<file path="src/rtl/display_cal.sv">
// Binary-to-BCD display driver: iterative double-dabble conversion feeding a
// time-multiplexed, active-low 7-segment display with blanking and overflow dashes.
module display_cal #(
    parameter int DIGITS   = 4,
    parameter int SCAN_DIV = 50000
) (
    input  logic              clk,
    input  logic              rst,
    input  logic [31:0]       value,
    input  logic              load,
    input  logic              blank_lz,
    output logic              busy,
    output logic              ovf,
    output logic [6:0]        seg,
    output logic [DIGITS-1:0] an
);

    localparam int BCD_W = 4 * DIGITS;
    localparam int SR_W  = BCD_W + 32;
    localparam int IW    = (DIGITS > 1) ? $clog2(DIGITS) : 1;
    localparam int DW    = (SCAN_DIV > 1) ? $clog2(SCAN_DIV) : 1;

    function automatic logic [31:0] max_val(input int d);
        logic [63:0] p;
        p = 64'd1;
        for (int i = 0; i < d; i++) p = p * 64'd10;
        return 32'(p - 64'd1);
    endfunction

    localparam logic [31:0] MAX_VAL = max_val(DIGITS);

    // One double-dabble iteration: correct every BCD nibble, then shift left.
    function automatic logic [SR_W-1:0] dabble(input logic [SR_W-1:0] r);
        logic [SR_W-1:0] t;
        t = r;
        for (int n = 0; n < DIGITS; n++) begin
            if (t[32 + 4*n +: 4] >= 4'd5)
                t[32 + 4*n +: 4] = t[32 + 4*n +: 4] + 4'd3;
        end
        return {t[SR_W-2:0], 1'b0};
    endfunction

    function automatic logic [6:0] seg_code(input logic [3:0] d);
        case (d)
            4'd0:    return 7'h40;
            4'd1:    return 7'h79;
            4'd2:    return 7'h24;
            4'd3:    return 7'h30;
            4'd4:    return 7'h19;
            4'd5:    return 7'h12;
            4'd6:    return 7'h02;
            4'd7:    return 7'h78;
            4'd8:    return 7'h00;
            4'd9:    return 7'h10;
            default: return 7'h7F;
        endcase
    endfunction

    typedef enum logic {IDLE, CONV} state_t;

    state_t            state, state_next;
    logic              accept, ovf_load, done;
    logic [5:0]        cnt;
    logic [SR_W-1:0]   sr;
    logic [BCD_W-1:0]  disp;
    logic [DW-1:0]     div;
    logic [IW-1:0]     idx;
    logic [DIGITS-1:0] lz;
    logic              zero_above;
    logic [3:0]        dig;
    logic              dig_lz;
    logic [6:0]        seg_next;

    always_ff @(posedge clk) begin
        if (rst) state <= IDLE;
        else     state <= state_next;
    end

    always_comb begin
        state_next = state;
        accept     = 1'b0;
        ovf_load   = 1'b0;
        done       = 1'b0;
        case (state)
            IDLE: begin
                if (load) begin
                    if (value > MAX_VAL) begin
                        ovf_load = 1'b1;
                    end else begin
                        accept     = 1'b1;
                        state_next = CONV;
                    end
                end
            end
            CONV: begin
                if (cnt == 6'd32) begin
                    done       = 1'b1;
                    state_next = IDLE;
                end
            end
            default: state_next = IDLE;
        endcase
    end

    // Conversion datapath: capture on accept, then one shift per clock.
    always_ff @(posedge clk) begin
        if (accept)
            sr <= {{BCD_W{1'b0}}, value};
        else if (state == CONV && !done)
            sr <= dabble(sr);
    end

    // busy lags the state by one edge so it covers exactly the 32 shift edges.
    always_ff @(posedge clk) begin
        if (rst) begin
            cnt  <= 6'd0;
            busy <= 1'b0;
            ovf  <= 1'b0;
            disp <= '0;
        end else begin
            busy <= (state == CONV) && !done;
            if (accept)
                cnt <= 6'd0;
            else if (state == CONV && !done)
                cnt <= cnt + 6'd1;
            if (ovf_load)
                ovf <= 1'b1;
            if (done) begin
                ovf  <= 1'b0;
                disp <= sr[SR_W-1 -: BCD_W];
            end
        end
    end

    always_comb begin
        lz         = '0;
        zero_above = 1'b1;
        for (int i = DIGITS - 1; i >= 0; i--) begin
            zero_above = zero_above && (disp[4*i +: 4] == 4'd0);
            lz[i]      = zero_above && (i != 0);
        end
    end

    always_comb begin
        dig    = 4'd0;
        dig_lz = 1'b0;
        for (int i = 0; i < DIGITS; i++) begin
            if (idx == IW'(i)) begin
                dig    = disp[4*i +: 4];
                dig_lz = lz[i];
            end
        end
        if (ovf)
            seg_next = 7'h3F;
        else if (blank_lz && dig_lz)
            seg_next = 7'h7F;
        else
            seg_next = seg_code(dig);
    end

    // Scan stage: seg/an registered one cycle behind the scan index.
    always_ff @(posedge clk) begin
        if (rst) begin
            div <= '0;
            idx <= '0;
            seg <= 7'h7F;
            an  <= '1;
        end else begin
            if (div == DW'(SCAN_DIV - 1)) begin
                div <= '0;
                idx <= (idx == IW'(DIGITS - 1)) ? '0 : idx + 1'b1;
            end else begin
                div <= div + 1'b1;
            end
            an  <= ~(DIGITS'(1) << idx);
            seg <= seg_next;
        end
    end

endmodule

</file>
<file path="config.mk">
export PLATFORM = sky130hd
export DESIGN_NAME = display_cal
export DESIGN_NICKNAME = d
export VERILOG_FILES = /design/src/rtl/display_cal.sv
export SDC_FILE = /design/constraint.sdc
export NUM_CORES = 1
export LEC_CHECK = 0
export ABC_AREA = 1
export ABC_CLOCK_PERIOD_IN_PS = 3200
export CAP_MARGIN = 20
export CORE_AREA = 8 8 114 116
export DETAILED_ROUTE_END_ITERATION = 10
export DIE_AREA = 0 0 122 124
export GPL_TIMING_DRIVEN = 0
export PLACE_DENSITY = 0.73
export SYNTH_ARGS = -nofsm -noshare
export SYNTH_HDL_FRONTEND = slang
export SYNTH_SLANG_ARGS = --single-unit
</file>
<file path="constraint.sdc">
create_clock -name clk -period 3.2 [get_ports clk]
set_input_delay 0.64 -clock clk [delete_from_list [all_inputs] [get_ports clk]]
set_output_delay 0.64 -clock clk [all_outputs]
set_load 0.1 [all_outputs]
</file>
# After elaboration in Yosys (flattened, before gate mapping)
# Memory sizes are Yosys's and may differ from the RTL's.
# Cells that the tools add are included.
# totals
ff_bits,102
romBits,112
inputBits,36
n_memories,1
# mem_list
memory,depth,width,read_ports,rd_clocked_by_memory_dff,wr,line,text
(no name shown),16,7,1,0,0,44,case (d)
# classes
n_addsub,7
magnitude_cmp,5
eq_ne,5
shifts,1
muxes,26
bitwise_logic,2
reduce_logical,14
# op_table
op,count
32-bit two-way mux,2
32-bit by 14-bit > comparator with 1-bit output (second input constant),1
4-bit two-way mux,7
16-bit by 1-bit adder with 16-bit output (second input constant),1
16-bit == test (second input constant),1
4-bit by 3-bit >= comparator with 1-bit output (second input constant),4
7-bit two-way mux,2
4-bit by 2-bit adder with 4-bit output (second input constant),3
4-bit logical NOT,3
1-bit two-way mux,12
6-bit by 1-bit adder with 6-bit output (second input constant),1
6-bit == test (second input constant),1
2-bit OR reduction,3
2-bit == test (second input constant),2
1-bit logical AND,4
4-bit inverter,1
1-bit by 2-bit left shift with 4-bit output (first input constant),1
3-bit by 2-bit adder with 3-bit output (second input constant),1
3-bit two-way mux,1
3-bit OR reduction,1
2-bit by 1-bit adder with 2-bit output (second input constant),1
2-bit by 1-bit == test with 1-bit output (second input constant),1
2-bit logical NOT,1
2-bit two-way mux,1
other kinds (4),4

# Longest topological paths before layout
# Gate-level depths: netlist of the first run.
# depth
depth_word,9
ltp_mapped,16
mapped_depth_nobuf,16

# Least setup slack after synthesis of the first run
# OpenSTA, ideal clock, no wires.
# synth_timing
kind,in2reg
start,input port value[26]
end,register sr[0] (enable)
setup_time_ns,0.389
arrival_ns,2.072
required_ns,2.811
setup_slack_ns,0.739
stages,6
n_path_buf,1
cell_sequence,nor2_1 -> nand3_1 -> nor3_2 -> nand3_2 -> buf_2 -> nand2_1
# synth_between
elab_chain_len,5
# synth_lines
element,line,text
"start, declared",9,"input logic [31:0] value,"
32-bit by 14-bit > comparator with 1-bit output,87,if (value > MAX_VAL) begin
1-bit two-way mux,87,
1-bit two-way mux,86,if (load) begin
1-bit two-way mux,84,case (state)
2-bit nonzero test (no line),n/a,
"end signal, assigned",108,"sr <= {{BCD_W{1'b0}}, value};"
"end signal, assigned",110,sr <= dabble(sr);
"end, declared",64,logic [SR_W-1:0] sr;
# Every way passes these cells.
# A chain may end at the register's enable or synchronous reset.

# Worst setup path in the final report of the first run
# layout_timing
start,input port value[30]
end,register sr[20] (enable)
# Same word-level chain as after synthesis.

==> impl_metrics.toml, run 1 <==
[run_status]
status = "finished, final reports clean"

[cts]
clk_pin_slew_ps = 60
post_cts_buffers = 0
clock-root-buffer = "clkbuf_16"
cts-htree-levels = 3
cts_buffer_depth = 2
insertion_delay_ps = 340
cts.repair.resized = 0
ctsHoldBuffers = 0
cts_sinks = 102
cts_tree = "done"
cts_buffers = 9

[setup_path]
r2r_cells = 9
cp.buffers_inverters = 3
cp_data_arrival_time_ps = 2690
cp-end-kind = "flop"
r2r_setup_slack_ps = 930
r2r_start = "cnt[0]"
crit_chain = "clkdlybuf4s50_1 -> nor2_1 -> nand3_1 -> nor3_2 -> nand3_2 -> buf_2 -> nand2_1 -> buf_16"
crit_path_start_kind = "input port"
slowest_stage = "nand2_1"
critical-path-top-delay-family = "simple AND/OR/NAND/NOR gates"
crit_path_max_fanout = 18
slowest_delay_ps = 530
critPathRequiredTime_ps = 3250
rr_endpoint = "sr[20]"
crit_type = "input port to flop"

[final_layout]
fin_nets = 744
drive_gt1_share_pct = 8.37
final_common_cell = "nand2_1"
fin_cells = 836
final_cell_mix = "nand2_1, inv_1, dfxtp_1"
n_antenna_cell = 0
utilization_pct = 53.2
final_area_um2 = 5950
syn2layout_area_growth_pct = 20.3

[global_routing]
grt.overflow.total = 0
grt_max_degree = 19
antenna_found_initial = 0
grt_pass1_wl_mm = 16.4
grt_pass1_vias = 3775
grt_usage_pct = 13.2

[floorplanning]
ios = 49
core_um2 = 11200
num_rows = 39
die_h_um = 124
die_w_um = 122
start_util_pct = 44.3
die-area_um2 = 15100

[detailed_routing]
avgViaCountPerCell = 4.75
drc_errors = 0
postRouteAntennaNets = 0
drt_wl_total_mm = 9.46
vias = 3968
drt-initial-drc-count = 205
post_drt_wl_per_cell_um = 11.3
firstDrtPassIters = 6

[worst_hold_path]
worstHoldPathType = "flop to flop"
whs_endpoint = "disp[2]"
min_from = "disp[2]"
hold_path_depth = 2

[power_and_ir_drop]
p_leak_nw = 2.59
p_total_mw = 2.70
power.density_nw_per_um2 = 453
vdd_drop_max_uv = 375

[timing]
slew_viol_final = 0
setup_tns_ps = 0
rsz0062_at_grt = "no"
period_share_pct = 82.7
setup_violations = 0
relSlewSlack_pct = 34.6
finalCriticalPeriod_ps = 2650
max_slew.worst_pin.slew_ps = 978
finClkSkew_ps = 5.97
hold_viol = 0
max_freq_mhz = 378

[synth]
ys_seq_area_share_pct = 47.7
netlist-cell-type-count = 38
synth_seq_cells = 102
syn-num-nets = 684
syn_area_um2 = 4950
yosysWarnings = 0
syn_area_per_cell_um2 = 7.88
synthCells = 628

[placement]
place_area_um2 = 5630
placedCellCount = 820
hpwl_mm = 7.21
port_buffers = 48
gp_congestion = 0.851

[run]
maxCapViolations = 0
[logic make-up after synthesis]
logic type,share of synthesized area (%)
and+or+nand+nor,22.3
buffers and inverters,11.5
AOI/OAI and AO/OA,11.6
DFF,47.7
adders and majority gates,5.06
xor gates and xnor gates,1.59
muxes,0.202
[cell type report]
type	count	area (um2)
timing repair buffer	49	508
clock inverter	6	86.3
sequential	102	2360
buffer	17	100
clock buffer	10	229
inverter	124	468
multi-input combinational	385	2020
tap	143	179
fill	1016	5230
[metal layers]
metal	GRT usage, %	part of all wire, %	vias to the layer above
met3	3.54	4.2	12
met5	0	0	-
met1	15.1	46	1787
li1	-	-	2103
met4	3.93	0.98	0
met2	23.5	49	66
[tightest hold or removal path, cell delays in order (launching register included)]
cell and delay (ps):
dfxtp_1 310, inv_1 50, a21oi_1 50
[worst max-delay path by stage]
stage,start,endpoint,slack (ps),cells past startpoint
final,value[30],sr[20],550,8
after floorplan,value[26],sr[0],740,6
after global placement,value[26],sr[6],-70,7
after detailed placement,value[30],sr[22],140,8
after global routing,value[28],sr[30],370,8
after CTS,value[30],sr[19],500,8
[power breakdown]
group | leakage (nW) | internal, mW | switching (mW)
Combinational | 1.59 | 0.0799 | 0.123
Sequential | 0.856 | 1.34 | 0.0129
Clock | 0.142 | 0.682 | 0.454
Total | 2.59 | 2.11 | 0.589
[synthesized netlist by cell type (all sizes together)]
| cell type | count | share of area [%] |
|---|---|---|
| xor2 | 6 | 1.1 |
| edfxtp | 32 | 19 |
| buf | 12 | 1.6 |
| nand2 | 141 | 11 |
| inv | 123 | 9.4 |
| nand4 | 7 | 0.89 |
| nor4 | 2 | 0.38 |
| nand3 | 35 | 3.8 |
| ha | 20 | 5.1 |
| or2 | 5 | 0.63 |
| nor2 | 50 | 4.3 |
| clkbuf | 5 | 0.38 |
| nor3 | 9 | 1.1 |
| o21ai | 59 | 6.0 |
| dfxtp | 70 | 28 |
| clkinv | 1 | 0.076 |
| xnor2 | 3 | 0.53 |
| o31ai | 4 | 0.61 |
| a21oi | 40 | 4.5 |
| mux2i | 1 | 0.20 |
| o211ai | 3 | 0.46 |
[registers in the layout, indices dropped and copies added (netlist names)]
register  count
sr           48
disp         16
div          16
seg           7
cnt           6
an            4
idx           2
busy          1
ovf           1
state         1
[stage by stage]
step           setup slack [ps]  hold WS (ps)
6_report                    554           453
5_1_grt                     369           467
4_1_cts                     502           453
3_5_place_dp                142           442
3_3_place_gp              -68.6           439
2_1_floorplan               739           426
Power figures use the tool's default switching activity.
==> run 2: changes to the inputs <==
--- a/config.mk
+++ b/config.mk
@@ -6,7 +6,7 @@
 export NUM_CORES = 1
 export LEC_CHECK = 0
 export ABC_AREA = 1
-export ABC_CLOCK_PERIOD_IN_PS = 3200
+export ABC_CLOCK_PERIOD_IN_PS = 2550
 export CAP_MARGIN = 20
 export CORE_AREA = 8 8 114 116
 export DETAILED_ROUTE_END_ITERATION = 10
==> constraint.sdc (replaced) <==
create_clock -name clk -period 2.55 [get_ports clk]
set_input_delay 0.51 -clock clk [delete_from_list [all_inputs] [get_ports clk]]
set_output_delay 0.51 -clock clk [all_outputs]
set_load 0.1 [all_outputs]
==> impl_metrics.toml, run 2 (same netlist as run 1, synthesis figures left out) <==
[placement]
port_buffers = 48
hpwl_mm = 7.21
gp_congestion = 0.851

[detailed_routing]
drc_errors = 0
routed.top_layer = "met4"
avgViaCountPerCell = 4.75
drt_wl_total_mm = 9.46
drt-initial-drc-count = 204
postRouteAntennaNets = 0
wl_met3_um = 398
vias = 3969
post_drt_wl_per_cell_um = 11.3
met1_length_mm = 4.34
firstDrtPassIters = 6
met2WireLength_mm = 4.62

[floorplanning]
start_util_pct = 44.3
ios = 49
die_h_um = 124
die-area_um2 = 15100
num_rows = 39
core_um2 = 11200
die_w_um = 122

[final_layout]
final_cell_mix = "nand2_1, inv_1, dfxtp_1"
reg_top3 = "sr x48, disp x16, div x16"
drive_gt1_share_pct = 8.51
syn2layout_area_growth_pct = 20.3
fin_nets = 744
top_register = "sr"
final_common_cell = "nand2_1"
fillers = 1016
n_antenna_cell = 0
largest_register_ffs = 48

[setup_path]
crit_path_max_fanout = 2
crit_path_start_kind = "flop"
critical-path-top-delay-family = "buffers and inverters"
r2r_cells = 11
slowest_stage = "clkdlybuf4s50_1"
path_depth = 1
cp-end-kind = "output port"
cp.buffers_inverters = 1
cp_data_arrival_time_ps = 1800
slowest_delay_ps = 1140
critPathRequiredTime_ps = 2040
crit_chain = "clkdlybuf4s50_1"
crit_type = "flop to output port"

[cts]
post_cts_buffers = 0
cts-htree-levels = 3
cts_buffers = 9
insertion_delay_ps = 340
clk_pin_slew_ps = 60
cts_tree = "done"
clock-root-buffer = "clkbuf_16"
cts_sinks = 102
ctsHoldBuffers = 0
cts.repair.resized = 1
cts_buffer_depth = 2

[global_routing]
grt.overflow.total = 0
grt_max_degree = 19
grt_usage_pct = 13.2
grt_pass1_wl_mm = 16.4
antenna_found_initial = 0
grt_pass1_vias = 3775

[worst_hold_path]
worstHoldPathType = "flop to flop"
hold_path_depth = 2

[power_and_ir_drop]
power.density_nw_per_um2 = 568
vdd_drop_max_uv = 470
p_total_mw = 3.38
p_leak_nw = 2.59

[timing]
setup_violations = 0
relSlewSlack_pct = 34.6
max_freq_mhz = 433
finClkSkew_ps = 5.97
hold_viol = 0
setup_tns_ps = 0
max_slew.worst_pin.slew_ps = 978
finalCriticalPeriod_ps = 2310
slew_viol_final = 0
rsz0062_at_grt = "no"
period_share_pct = 90.5
whs_ps = 453

[run_status]
status = "finished, final reports clean"

[run]
maxCapViolations = 0
==> run 2: area by class of cell <==
type / instances / area (um2) / area share (%)
Buffer: 17 / 100 / 1.68
Clock buffer: 10 / 229 / 3.85
Clock inverter: 6 / 86.3 / 1.45
Inverter: 124 / 468 / 7.86
Multi-Input combinational cell: 385 / 2020 / 33.9
Sequential cell: 102 / 2360 / 39.7
Tap cell: 143 / 179 / 3.01
Timing Repair Buffer: 49 / 508 / 8.53
==> run 2: layer usage <==
layer / vias up / track usage [%]
met2: 66 / 23.5
met4: 0 / 3.93
li1: 2104 / -
met3: 12 / 3.54
met1: 1787 / 15.1
met5: - / 0
==> run 2: where the power goes <==
| group | internal, mW | total, mW | leakage (nW) | switching [mW] |
|---|---|---|---|---|
| sequential | 1.69 | 1.70 | 0.856 | 0.0162 |
| combinational | 0.100 | 0.255 | 1.59 | 0.154 |
| clock | 0.856 | 1.43 | 0.142 | 0.569 |
| total | 2.64 | 3.38 | 2.59 | 0.740 |
==> run 2: final timing paths <==
check,from,endpoint,slack [ps]
max reg2reg,idx[0],seg[0],470
min,disp[2],disp[2],450
max,ovf,ovf,240
min reg2reg,disp[2],disp[2],450
==> run 2: per-stage QoR <==
step	cells	util [%]	area, um2	setup WS [ps]
6_report	836	53.3	5950	242
5_1_grt	836	53.3	5950	102
4_1_cts	836	53.3	5950	214
3_5_place_dp	820	50.4	5630	-378
3_3_place_gp	819	50.2	5610	-589
2_1_floorplan	628	-	4950	219
==> run 3: changes to the inputs <==
--- a/config.mk
+++ b/config.mk
@@ -12,7 +12,8 @@
 export DETAILED_ROUTE_END_ITERATION = 10
 export DIE_AREA = 0 0 122 124
 export GPL_TIMING_DRIVEN = 0
-export PLACE_DENSITY = 0.73
+export PLACE_DENSITY = 0.71
+export SKIP_LAST_GASP = 1
 export SYNTH_ARGS = -nofsm -noshare
 export SYNTH_HDL_FRONTEND = slang
 export SYNTH_SLANG_ARGS = --single-unit
==> impl_metrics.toml, run 3 (same netlist as run 1, synthesis figures left out) <==
[power_and_ir_drop]
p_total_mw = 3.39
pwr-share-comb_pct = 7.5
seq_power_share_pct = 50.3
p_switching_mw = 0.746
swShare_pct = 22.0
p_int_mw = 2.64
clockPowerShare_pct = 42.2
power.density_nw_per_um2 = 570
vdd_drop_max_uv = 520
p_leak_nw = 2.59

[final_layout]
utilization_pct = 53.1
final_common_cell = "nand2_1"
fillers = 1027
syn2layout_area_growth_pct = 20.0
drive_gt1_share_pct = 8.51
fin_nets = 744
reg_top3 = "sr x48, disp x16, div x16"
largest_register_ffs = 48
final_area_um2 = 5940
final_cell_mix = "nand2_1, inv_1, dfxtp_1"
top_register = "sr"
n_antenna_cell = 0

[setup_path]
crit_chain = "clkdlybuf4s50_1 -> nor2_1 -> nand3_1 -> nor3_2 -> nand3_2 -> buf_2 -> nand2_2 -> buf_8"
r2r_setup_slack_ps = 470
critical-path-top-delay-family = "simple AND/OR/NAND/NOR gates"
r2r_cells = 11
r2r_start = "idx[0]"
crit_path_start = "value[26]"
crit_type = "input port to flop"
slowest_delay_ps = 390
cp-end-kind = "flop"
path_depth = 8
crit_path_start_kind = "input port"
crit_path_max_fanout = 17
critPathRequiredTime_ps = 2590
cp_data_arrival_time_ps = 2360
slowest_stage = "clkdlybuf4s50_1"
cp.buffers_inverters = 3

[global_routing]
grt_usage_pct = 12.9
antenna_found_initial = 0
grt_pass1_wl_mm = 16.2
grt.overflow.total = 0
grt_pass1_vias = 3760
grt_max_degree = 18

[timing]
fin_ws_ps = 235
finalCriticalPeriod_ps = 2310
max_slew.worst_pin.slew_ps = 980
hold_viol = 0
max_freq_mhz = 432
relSlewSlack_pct = 34.5
whs_ps = 457
setup_violations = 0
rsz0062_at_grt = "no"
finClkSkew_ps = 5.09
slew_viol_final = 0
period_share_pct = 90.8

[cts]
ctsHoldBuffers = 0
insertion_delay_ps = 330
cts_tree = "done"
cts_sinks = 102
clk_pin_slew_ps = 70
cts_buffers = 9
clock-root-buffer = "clkbuf_16"
cts-htree-levels = 3
cts_buffer_depth = 2

[worst_hold_path]
worstHoldPathType = "flop to flop"
min_from = "disp[2]"
hold_path_depth = 2

[run]
maxCapViolations = 0

[placement]
port_buffers = 48
place_area_um2 = 5620
gp_congestion = 0.800
pre_cts_ws_ps = -360
hpwl_mm = 7.13

[detailed_routing]
post_drt_wl_per_cell_um = 11.5
drc_errors = 0
vias = 3967
avgViaCountPerCell = 4.75
drt_wl_total_mm = 9.59
firstDrtPassIters = 4
postRouteAntennaNets = 0
drt-initial-drc-count = 281

[floorplanning]
start_util_pct = 44.3
die_w_um = 122
ios = 49
core_um2 = 11200
die-area_um2 = 15100
num_rows = 39
die_h_um = 124

[run_status]
status = "finished, final reports clean"
run 3: cell types whose count changed in the layout (fill, tap and decap cells not counted), sizes merged:
cell,before,now
clkbuf,15,14
clkinv,2,4
clkinvlp,3,2
run 3: final timing paths:
path                                 to
worst max-delay path             sr[16]
worst min-delay path            disp[2]
worst max register to register   seg[0]
worst min register to register  disp[2]
run 3: through the flow:
step	cells	TNS (ps)
2_1_floorplan	628	0
3_3_place_gp	819	-18560
3_5_place_dp	820	-8780
4_1_cts	836	0
5_1_grt	836	0
6_report	836	0
run 3: worst register-to-register path, cell delays in order, from the launching register on:
cell and delay, ps:
dfxtp_1 380, inv_1 90, ha_1 190, buf_2 160, a21oi_1 180, nand2_1 80
nand2_1 160, inv_1 110, ha_1 200, or2_2 280, nand2_1 70, nand3_1 50
run 3: per-layer routing:
layer / vias to the layer above / GRT usage (%) / share of wire, %
li1: 2099 / - / -
met1: 1787 / 14.8 / 45
met2: 73 / 22.9 / 49
met3: 8 / 3.45 / 4.7
met4: 0 / 4.24 / 0.95
met5: - / 0 / 0
run 3: layout make-up:
type                            count  area, um2  area share, %
Timing Repair Buffer               49        495           8.34
Tap cell                          143        179           3.01
Sequential cell                   102       2360           39.8
Multi-Input combinational cell    385       2020           34.0
Clock inverter                      7       88.8           1.50
Buffer                             17        100           1.69
Inverter                          124        468           7.88
Clock buffer                        9        225           3.79
run 3: timing repair:
action | 4_1_cts | 5_1_grt
gates resized for setup | 1 | 0
setup endpoints to repair | 17 | 0
setup buffers | 0 | 0
hold endpoints to repair | 0 | 0
run 3: power groups by stage:
stage                     registers (mW)  clock network (mW)  logic, mW
after detailed placement            1.74                   0      0.255
after floorplan                     1.81                   0     0.0888
after CTS                           1.70                1.45      0.256
after global placement              1.74                   0      0.249
after global routing                1.70                1.52      0.277
final                               1.70                1.43      0.255
